## src/rtl/sq_buffer_pkg.sv

```systemverilog
// sq_buffer_pkg: shared constants and helpers for the stack/queue buffer.
package sq_buffer_pkg;

   localparam logic MODE_LIFO = 1'b0;
   localparam logic MODE_FIFO = 1'b1;

   function automatic int count_width(input int depth);
      return $clog2(depth + 1);
   endfunction

   // Explicit compare keeps wrapping correct for non-power-of-two depths.
   function automatic int wrap_inc(input int ptr, input int depth);
      return (ptr == depth - 1) ? 0 : ptr + 1;
   endfunction

endpackage

```

## src/rtl/sq_buffer_ram.sv

```systemverilog
// sq_buffer_ram: DEPTH x DATA_WIDTH storage, one synchronous write port, one read port.
module sq_buffer_ram #(
   parameter int DATA_WIDTH = 8,
   parameter int DEPTH      = 16,
   parameter int AW         = $clog2(DEPTH)
) (
   input  logic                  clk_i,
   input  logic                  we_i,
   input  logic [AW-1:0]         waddr_i,
   input  logic [DATA_WIDTH-1:0] wdata_i,
   input  logic [AW-1:0]         raddr_i,
   output logic [DATA_WIDTH-1:0] rdata_o
);

   logic [DATA_WIDTH-1:0] mem_q [DEPTH];

   always_ff @(posedge clk_i) begin
      if (we_i) mem_q[waddr_i] <= wdata_i;
   end

   assign rdata_o = mem_q[raddr_i];

endmodule

```

## src/rtl/stack_queue_buffer.sv

```systemverilog
// stack_queue_buffer: LIFO/FIFO buffer with occupancy, threshold flags and sticky errors.
module stack_queue_buffer
   import sq_buffer_pkg::*;
#(
   parameter int DATA_WIDTH = 8,
   parameter int DEPTH      = 16,
   parameter int AF_LEVEL   = DEPTH - 2,
   parameter int AE_LEVEL   = 2
) (
   input  logic                          Clk,
   input  logic                          Rst_n,
   input  logic                          MODE,
   input  logic                          PUSH,
   input  logic                          POP,
   input  logic [DATA_WIDTH-1:0]         dataIn,
   input  logic                          CLR_ERR,
   output logic [DATA_WIDTH-1:0]         dataOut,
   output logic                          VALID,
   output logic [count_width(DEPTH)-1:0] COUNT,
   output logic                          EMPTY,
   output logic                          FULL,
   output logic                          ALMOST_EMPTY,
   output logic                          ALMOST_FULL,
   output logic                          OVERFLOW,
   output logic                          UNDERFLOW
);

   localparam int CW = count_width(DEPTH);
   localparam int PW = $clog2(DEPTH);
   localparam logic [CW-1:0] DEPTH_C = CW'(DEPTH);
   localparam logic [CW-1:0] AF_C    = CW'(AF_LEVEL);
   localparam logic [CW-1:0] AE_C    = CW'(AE_LEVEL);

   logic [CW-1:0]         count_q, count_d;
   logic [PW-1:0]         head_q, head_d, tail_q, tail_d;
   logic                  mode_q, mode_d;
   logic [DATA_WIDTH-1:0] dout_q, dout_d;
   logic                  valid_q, empty_q, full_q, ae_q, af_q, ovf_q, ovf_d, udf_q, udf_d;
   logic                  is_empty, is_full, fifo, do_pop, do_push;
   logic [PW-1:0]         top, waddr, raddr;
   logic [DATA_WIDTH-1:0] rdata;

   // A push alongside an accepted pop never overflows: the slot is reused.
   always_comb begin
      is_empty = count_q == '0;
      is_full  = count_q == DEPTH_C;
      fifo     = mode_q == MODE_FIFO;
      do_pop   = POP & ~is_empty;
      do_push  = PUSH & (~is_full | do_pop);
      top      = PW'(count_q - 1'b1);
      waddr    = fifo ? tail_q : (do_pop ? top : PW'(count_q));
      raddr    = fifo ? head_q : top;
      count_d  = count_q + CW'(do_push) - CW'(do_pop);
      head_d   = (fifo && do_pop) ? PW'(wrap_inc(int'(head_q), DEPTH)) : head_q;
      tail_d   = (fifo && do_push) ? PW'(wrap_inc(int'(tail_q), DEPTH)) : tail_q;
      mode_d   = (is_empty && !PUSH) ? MODE : mode_q;
      dout_d   = do_pop ? rdata : dout_q;
      ovf_d    = (PUSH & is_full & ~do_pop) | (ovf_q & ~CLR_ERR);
      udf_d    = (POP & is_empty) | (udf_q & ~CLR_ERR);
   end

   always_ff @(posedge Clk or negedge Rst_n) begin
      if (!Rst_n) begin
         count_q <= '0;
         head_q  <= '0;
         tail_q  <= '0;
         mode_q  <= MODE_LIFO;
         dout_q  <= '0;
         valid_q <= 1'b0;
         empty_q <= 1'b1;
         full_q  <= 1'b0;
         ae_q    <= 1'b1;
         af_q    <= AF_LEVEL == 0;
         ovf_q   <= 1'b0;
         udf_q   <= 1'b0;
      end else begin
         count_q <= count_d;
         head_q  <= head_d;
         tail_q  <= tail_d;
         mode_q  <= mode_d;
         dout_q  <= dout_d;
         valid_q <= do_pop;
         empty_q <= count_d == '0;
         full_q  <= count_d == DEPTH_C;
         ae_q    <= count_d <= AE_C;
         af_q    <= count_d >= AF_C;
         ovf_q   <= ovf_d;
         udf_q   <= udf_d;
      end
   end

   sq_buffer_ram #(.DATA_WIDTH(DATA_WIDTH), .DEPTH(DEPTH), .AW(PW)) u_ram (
      .clk_i   (Clk),
      .we_i    (do_push),
      .waddr_i (waddr),
      .wdata_i (dataIn),
      .raddr_i (raddr),
      .rdata_o (rdata)
   );

   assign dataOut      = dout_q;
   assign VALID        = valid_q;
   assign COUNT        = count_q;
   assign EMPTY        = empty_q;
   assign FULL         = full_q;
   assign ALMOST_EMPTY = ae_q;
   assign ALMOST_FULL  = af_q;
   assign OVERFLOW     = ovf_q;
   assign UNDERFLOW    = udf_q;

endmodule

```

## config.mk

```make
export PLATFORM = sky130hd
export DESIGN_NAME = stack_queue_buffer
export DESIGN_NICKNAME = d
export VERILOG_FILES = /design/src/rtl/sq_buffer_pkg.sv /design/src/rtl/sq_buffer_ram.sv /design/src/rtl/stack_queue_buffer.sv
export SDC_FILE = /design/constraint.sdc
export NUM_CORES = 1
export LEC_CHECK = 0
export CAP_MARGIN = 25
export CORE_MARGIN = 3
export CORE_UTILIZATION = 45
export CTS_CLUSTER_SIZE = 10
export DETAILED_ROUTE_END_ITERATION = 6
export HOLD_SLACK_MARGIN = 0.12
export SYNTH_ARGS = -nofsm -noshare
export SYNTH_HDL_FRONTEND = slang
export SYNTH_HIERARCHICAL = 1
export SYNTH_SLANG_ARGS = --single-unit
```

## constraint.sdc

```tcl
create_clock -name Clk -period 8.7 [get_ports Clk]
set_input_delay 1.305 -clock Clk [delete_from_list [all_inputs] [get_ports Clk]]
set_output_delay 1.305 -clock Clk [all_outputs]
set_load 0.01 [all_outputs]
```

Yosys cells after proc, flatten, opt, wreduce, memory -nomap -nowiden. Memories as Yosys holds them, arrays and structs flattened. A register that Yosys moved wholly into a read port is not among the register bits. Cells that the tools add are included.

$add $sub $neg: 5. Magnitude comparators: 2. Eq/ne operators: 4. Muxes and demuxes: 7. Bitwise logic cells: 14. Reductions and logical operators: 7.

Operator list (count): $mux W4 (5); $eq A5 B5 Y1 const B (2); $logic_not A5 Y1 (2); $add A4 B1 Y4 const B (2); $eq A4 B1 Y1 const B (2); $and A1 B1 Y1 (7); $add A5 B1 Y5 (1); $ge A5 B4 Y1 const B (1); $le A5 B2 Y1 const B (1); $sub A5 B1 Y5 (1); $not A1 Y1 (4); $sub A4 B1 Y4 const B (1); $logic_and A1 B1 Y1 (3); $or A1 B1 Y1 (3); $logic_not A1 Y1 (2); $mux W1 (2).

Bits in registers: 21. Memory bits (writable): 128. Bits of input ports: 14. Output and inout port bits: 20. Logic and storage cells: 51. Memories: 1.

Memories: u_ram.mem_q (words 16, width 8, read ports 1, clocked after Yosys merged registers in 1, wr ports 1, RTL line sq_buffer_ram.sv:15) `logic [DATA_WIDTH-1:0] mem_q [DEPTH];`.

Logic depth before layout (Yosys ltp).
Depth after elaboration: 8. Gate-level depth with buffers: 14. Gate-level depth less buffers: 13.

Modules after synthesis. Netlist, hierarchy kept.

Modules (own cells, without submodules): sq_buffer_ram (instances 1, cells each 221, area an instance 4987.3 µm², seq. area each 3843.7 µm²); stack_queue_buffer (instances 1, cells each 151, area an instance 1575.3 µm², seq. area each 728.2 µm²).

Worst setup path after synthesis. OpenSTA, ideal clock, no wires.

Path type: input -> register. From: input POP. To: memory u_ram.mem_q[15][0] (enable). Setup time: 370 ps. Data arrival time: 2833 ps. Required time: 8330 ps. Setup slack: 5497 ps. Stages: 5. Buffers on the path: 0. Cells stage by stage: nand2_4 > inv_4 > o311ai_0 > nand2_1 > nor2_1.

Elaborated cells between the ends (all ways): 7. Those cells by class: mux (4); bitwise (3).

RTL lines: from (decl) (RTL line stack_queue_buffer.sv:14) `input logic POP,`; $and A1 B1 Y1 (RTL line stack_queue_buffer.sv:48) `do_pop = POP & ~is_empty;`; $mux W4 (2 in a row) (RTL line stack_queue_buffer.sv:51) `waddr = fifo ? tail_q : (do_pop ? top : PW'(count_q));`; named net waddr[1] (RTL line stack_queue_buffer.sv:40) `logic [PW-1:0] top, waddr, raddr;`; to (decl) (RTL line sq_buffer_ram.sv:15).

The timed path passes the listed nets, and every way through them passes these cells.

Worst setup path after layout.
From: input POP. To: memory u_ram.mem_q[3][4] (enable).

The elaborated chain is that of the path after synthesis.

==> key figures <==
Run status
  – Outcome: complete, no violations

STA
  – Final worst path period share: 45.15%
  – Post-layout min period: 3.928 ns
  – Slew headroom: 43.60%
  – Hold Vio Cnt, Final: 0
  – # setup viols final: 0
  – Setup ws final: 4.772 ns
  – RSZ-0062 raised after global routing: no
  – Setup_tns: 0 ns
  – Final Max Slew Viols: 0
  – F_max: 254.6 MHz
  – Max Clock Skew: 0.006795 ns
  – Measured slew at the worst slew-check pin: 0.8371 ns

Clocking
  – CTS Root Cell: clkbuf_16
  – Worst-Skew Late Latency: 0.42 ns
  – H-tree lvl count: 4
  – Post-CTS Setup Repair Bufs: 0
  – Number of cells upsized or downsized after cts: 0
  – Num Clock Sinks: 157
  – TritonCTS clock tree: built
  – Clk slew on worst S/H paths: 0.06 ns
  – Total CTS buffers: 17
  – Cts hold-fix bufs: 0
  – CTS Buffer Depth: 2

Final layout
  – Number of diodes: 0
  – Post-Layout Cell Count: 612
  – Nets@finish: 446
  – Area grow syn2layout: 16.80%
  – Filler cells: 1128
  – Util after Layout: 54.38%
  – Share of cells above drive strength 1: 16.90%
  – Commonest non-fill, non-tap cell in the layout: edfxtp_1
  – Leading cell types in the layout, fill and taps excluded: edfxtp_1, nand2_1, clkdlybuf4s50_1

Synth
  – Share of synthesized registers carrying an async set or reset: 18.47%
  – Post-synthesis cell type count: 48
  – Post-synth EDFFs: 128
  – Synth Instances: 372
  – Mean Syn Cell Area: 17.64 um2
  – Ys Warns: 6
  – Synth Cell Area: 6563 um2
  – FF+latch count, synth: 157
  – Syn_nets: 399
  – Sequential area share after synthesis: 69.67%
  – Post-synth top flop: edfxtp_1

Power and ir drop
  – Maximum VDD drop: 0.0001517 V
  – PwrDens: 396.0 nW/um2
  – Lkg Pwr: 2.727 nW

Worst setup path
  – CP Class: primary input to register
  – Worst-case reg-to-reg path depth: 9
  – Internal reg-to-reg setup slack: 5.18 ns
  – CP Max Fanout: 14
  – CP peak stage delay: 0.71 ns
  – Startpoint class of the critical path: primary input
  – Critical path endpoint category: register
  – Worst r2r dst: u_ram/mem_q[3][4]
  – Data arrival, critical path: 3.97 ns
  – Worst endpoint required time: 8.74 ns
  – Crit-path cells: clkdlybuf4s50_1 > nand2_4 > inv_4 > xnor2_1 > o21ai_0 > nand2_1 > nor2_1
  – Worst flop-to-flop path startpoint: COUNT[0]
  – Slowest-stage cell, CP: nor2_1

Drt
  – DRC viols: 0
  – Antenna viol nets, final: 0
  – Drt pass-1 iters: 5
  – Starting DRC count in detailed routing: 214
  – Drt wl/cell: 21.35 um
  – Final wirelength: 13070 um
  – Vias post-DR: 3366
  – Vias per inst: 5.500

Placed design
  – Dpl ws: 4.357 ns
  – Final RePlAce weighted congestion: 0.7933
  – DP HPWL: 8578 um
  – DP Cell Count: 580
  – PortBufs: 33

Die
  – Core footprint: 14100 um2
  – Die ar.: 16070 um2
  – # rows: 43
  – Initial core utilization: 46.56%
  – Io pins: 34
  – Chip Width: 126.8 um
  – Die Ht: 126.8 um

Min path
  – Hold path cells: 2
  – Worst Hold Endpoint: dataOut[1]
  – HP Class: register to register
  – Worst hold start: dataOut[1]

GRT
  – Largest net degree at the start of global routing: 33
  – First-pass GRT wire length: 20660 um
  – Initial antenna violation count: 0
  – Total gr overflow: 0
  – Vias in the first global route: 3524
  – GR Util All Layers: 17.56%

Flow run
  – Maximum capacitance violations: 0
==> sequential cells by signal, indices dropped and copies added (netlist names), 4 cells and up <==
name / cells
tail_q: 4
u_ram/mem_q: 128
COUNT: 5
head_q: 4
dataOut: 8
==> critical path: cells and delay by family <==
| family | cells | cell delay [ns] |
|---|---|---|
| xor gates and xnor gates | 1 | 0.08 |
| AOI/OAI and AO/OA | 1 | 0.67 |
| buffers and inverters | 2 | 0.77 |
| and+or+nand+nor | 3 | 1.14 |
==> report_power, final <==
| group | total (W) | internal, W | switching (W) |
|---|---|---|---|
| Sequential | 0.00108 | 0.000983 | 0.0000956 |
| Clock | 0.000730 | 0.000449 | 0.000281 |
| Combinational | 0.00123 | 0.000554 | 0.000674 |
==> cell usage after synthesis, drive strengths merged, types with 3 or more instances <==
cell type      number  area, um2
mux4               32      773.2
nand2b              3      18.77
inv                12      47.55
edfxtp            128       3844
a21oi               4      20.02
buf                 9      72.57
ha                 12      150.1
nand2              47      196.4
xnor2              10      87.58
o21ai               9      45.04
nand3               5      30.03
clkdlybuf4s25       3      30.03
nor2               15      56.30
nor3                5      25.02
a22oi              16      120.1
nand3b              3      35.03
mux2                5      71.32
dfrtp              27      675.7
==> layer usage <==
| metal | GRT usage [%] | wire length [um] | part of all wire [%] | vias to the layer above |
|---|---|---|---|---|
| met5 | 0 | 0 | 0 | - |
| met4 | 5.110 | 95 | 0.73 | 0 |
| met3 | 4.421 | 560 | 4.3 | 9 |
| met2 | 28.36 | 6503 | 50 | 84 |
| met1 | 23.87 | 5906 | 45 | 1716 |
| li1 | - | - | - | 1557 |
==> metrics by stage <==
step	hold WS (ns)	power [W]	area (um2)
2_1_floorplan	0.4674	0.001961	6563
3_3_place_gp	0.4855	0.002314	7079
3_5_place_dp	0.4776	0.002330	7084
4_1_cts	0.4924	0.003072	7665
5_1_grt	0.5165	0.003221	7665
6_report	0.4853	0.003036	7665
==> cells by family after synthesis <==
family	after synthesis	synth area share (%)
adders and majority gates	13	2.593
and+or+nand+nor	89	6.902
xor gates and xnor gates	11	1.468
muxes	37	12.87
buffers and inverters	25	2.345
DFF	157	69.67
AOI/OAI and AO/OA	40	4.156
==> layout make-up <==
class	count	area, um2	area share, %
Clock buffer	20	436.7	5.697
Clock inverter	12	143.9	1.877
Inverter	12	47.55	0.6203
Multi-Input combinational cell	190	1852	24.16
Sequential cell	157	4572	59.65
Tap cell	180	225.2	2.938
Timing Repair Buffer	41	387.9	5.060
==> worst max path at each step <==
stage | startpoint | end | slack [ns] | cells past startpoint
floorplan | POP | u_ram/mem_q[15][0] | 5.50 | 5
global placement | POP | u_ram/mem_q[0][1] | 4.47 | 6
detailed placement | POP | u_ram/mem_q[3][3] | 4.36 | 7
CTS | POP | u_ram/mem_q[3][3] | 4.81 | 7
global route | POP | u_ram/mem_q[3][3] | 4.53 | 7
finish | POP | u_ram/mem_q[3][4] | 4.77 | 7
Power figures use the tool's default switching activity.
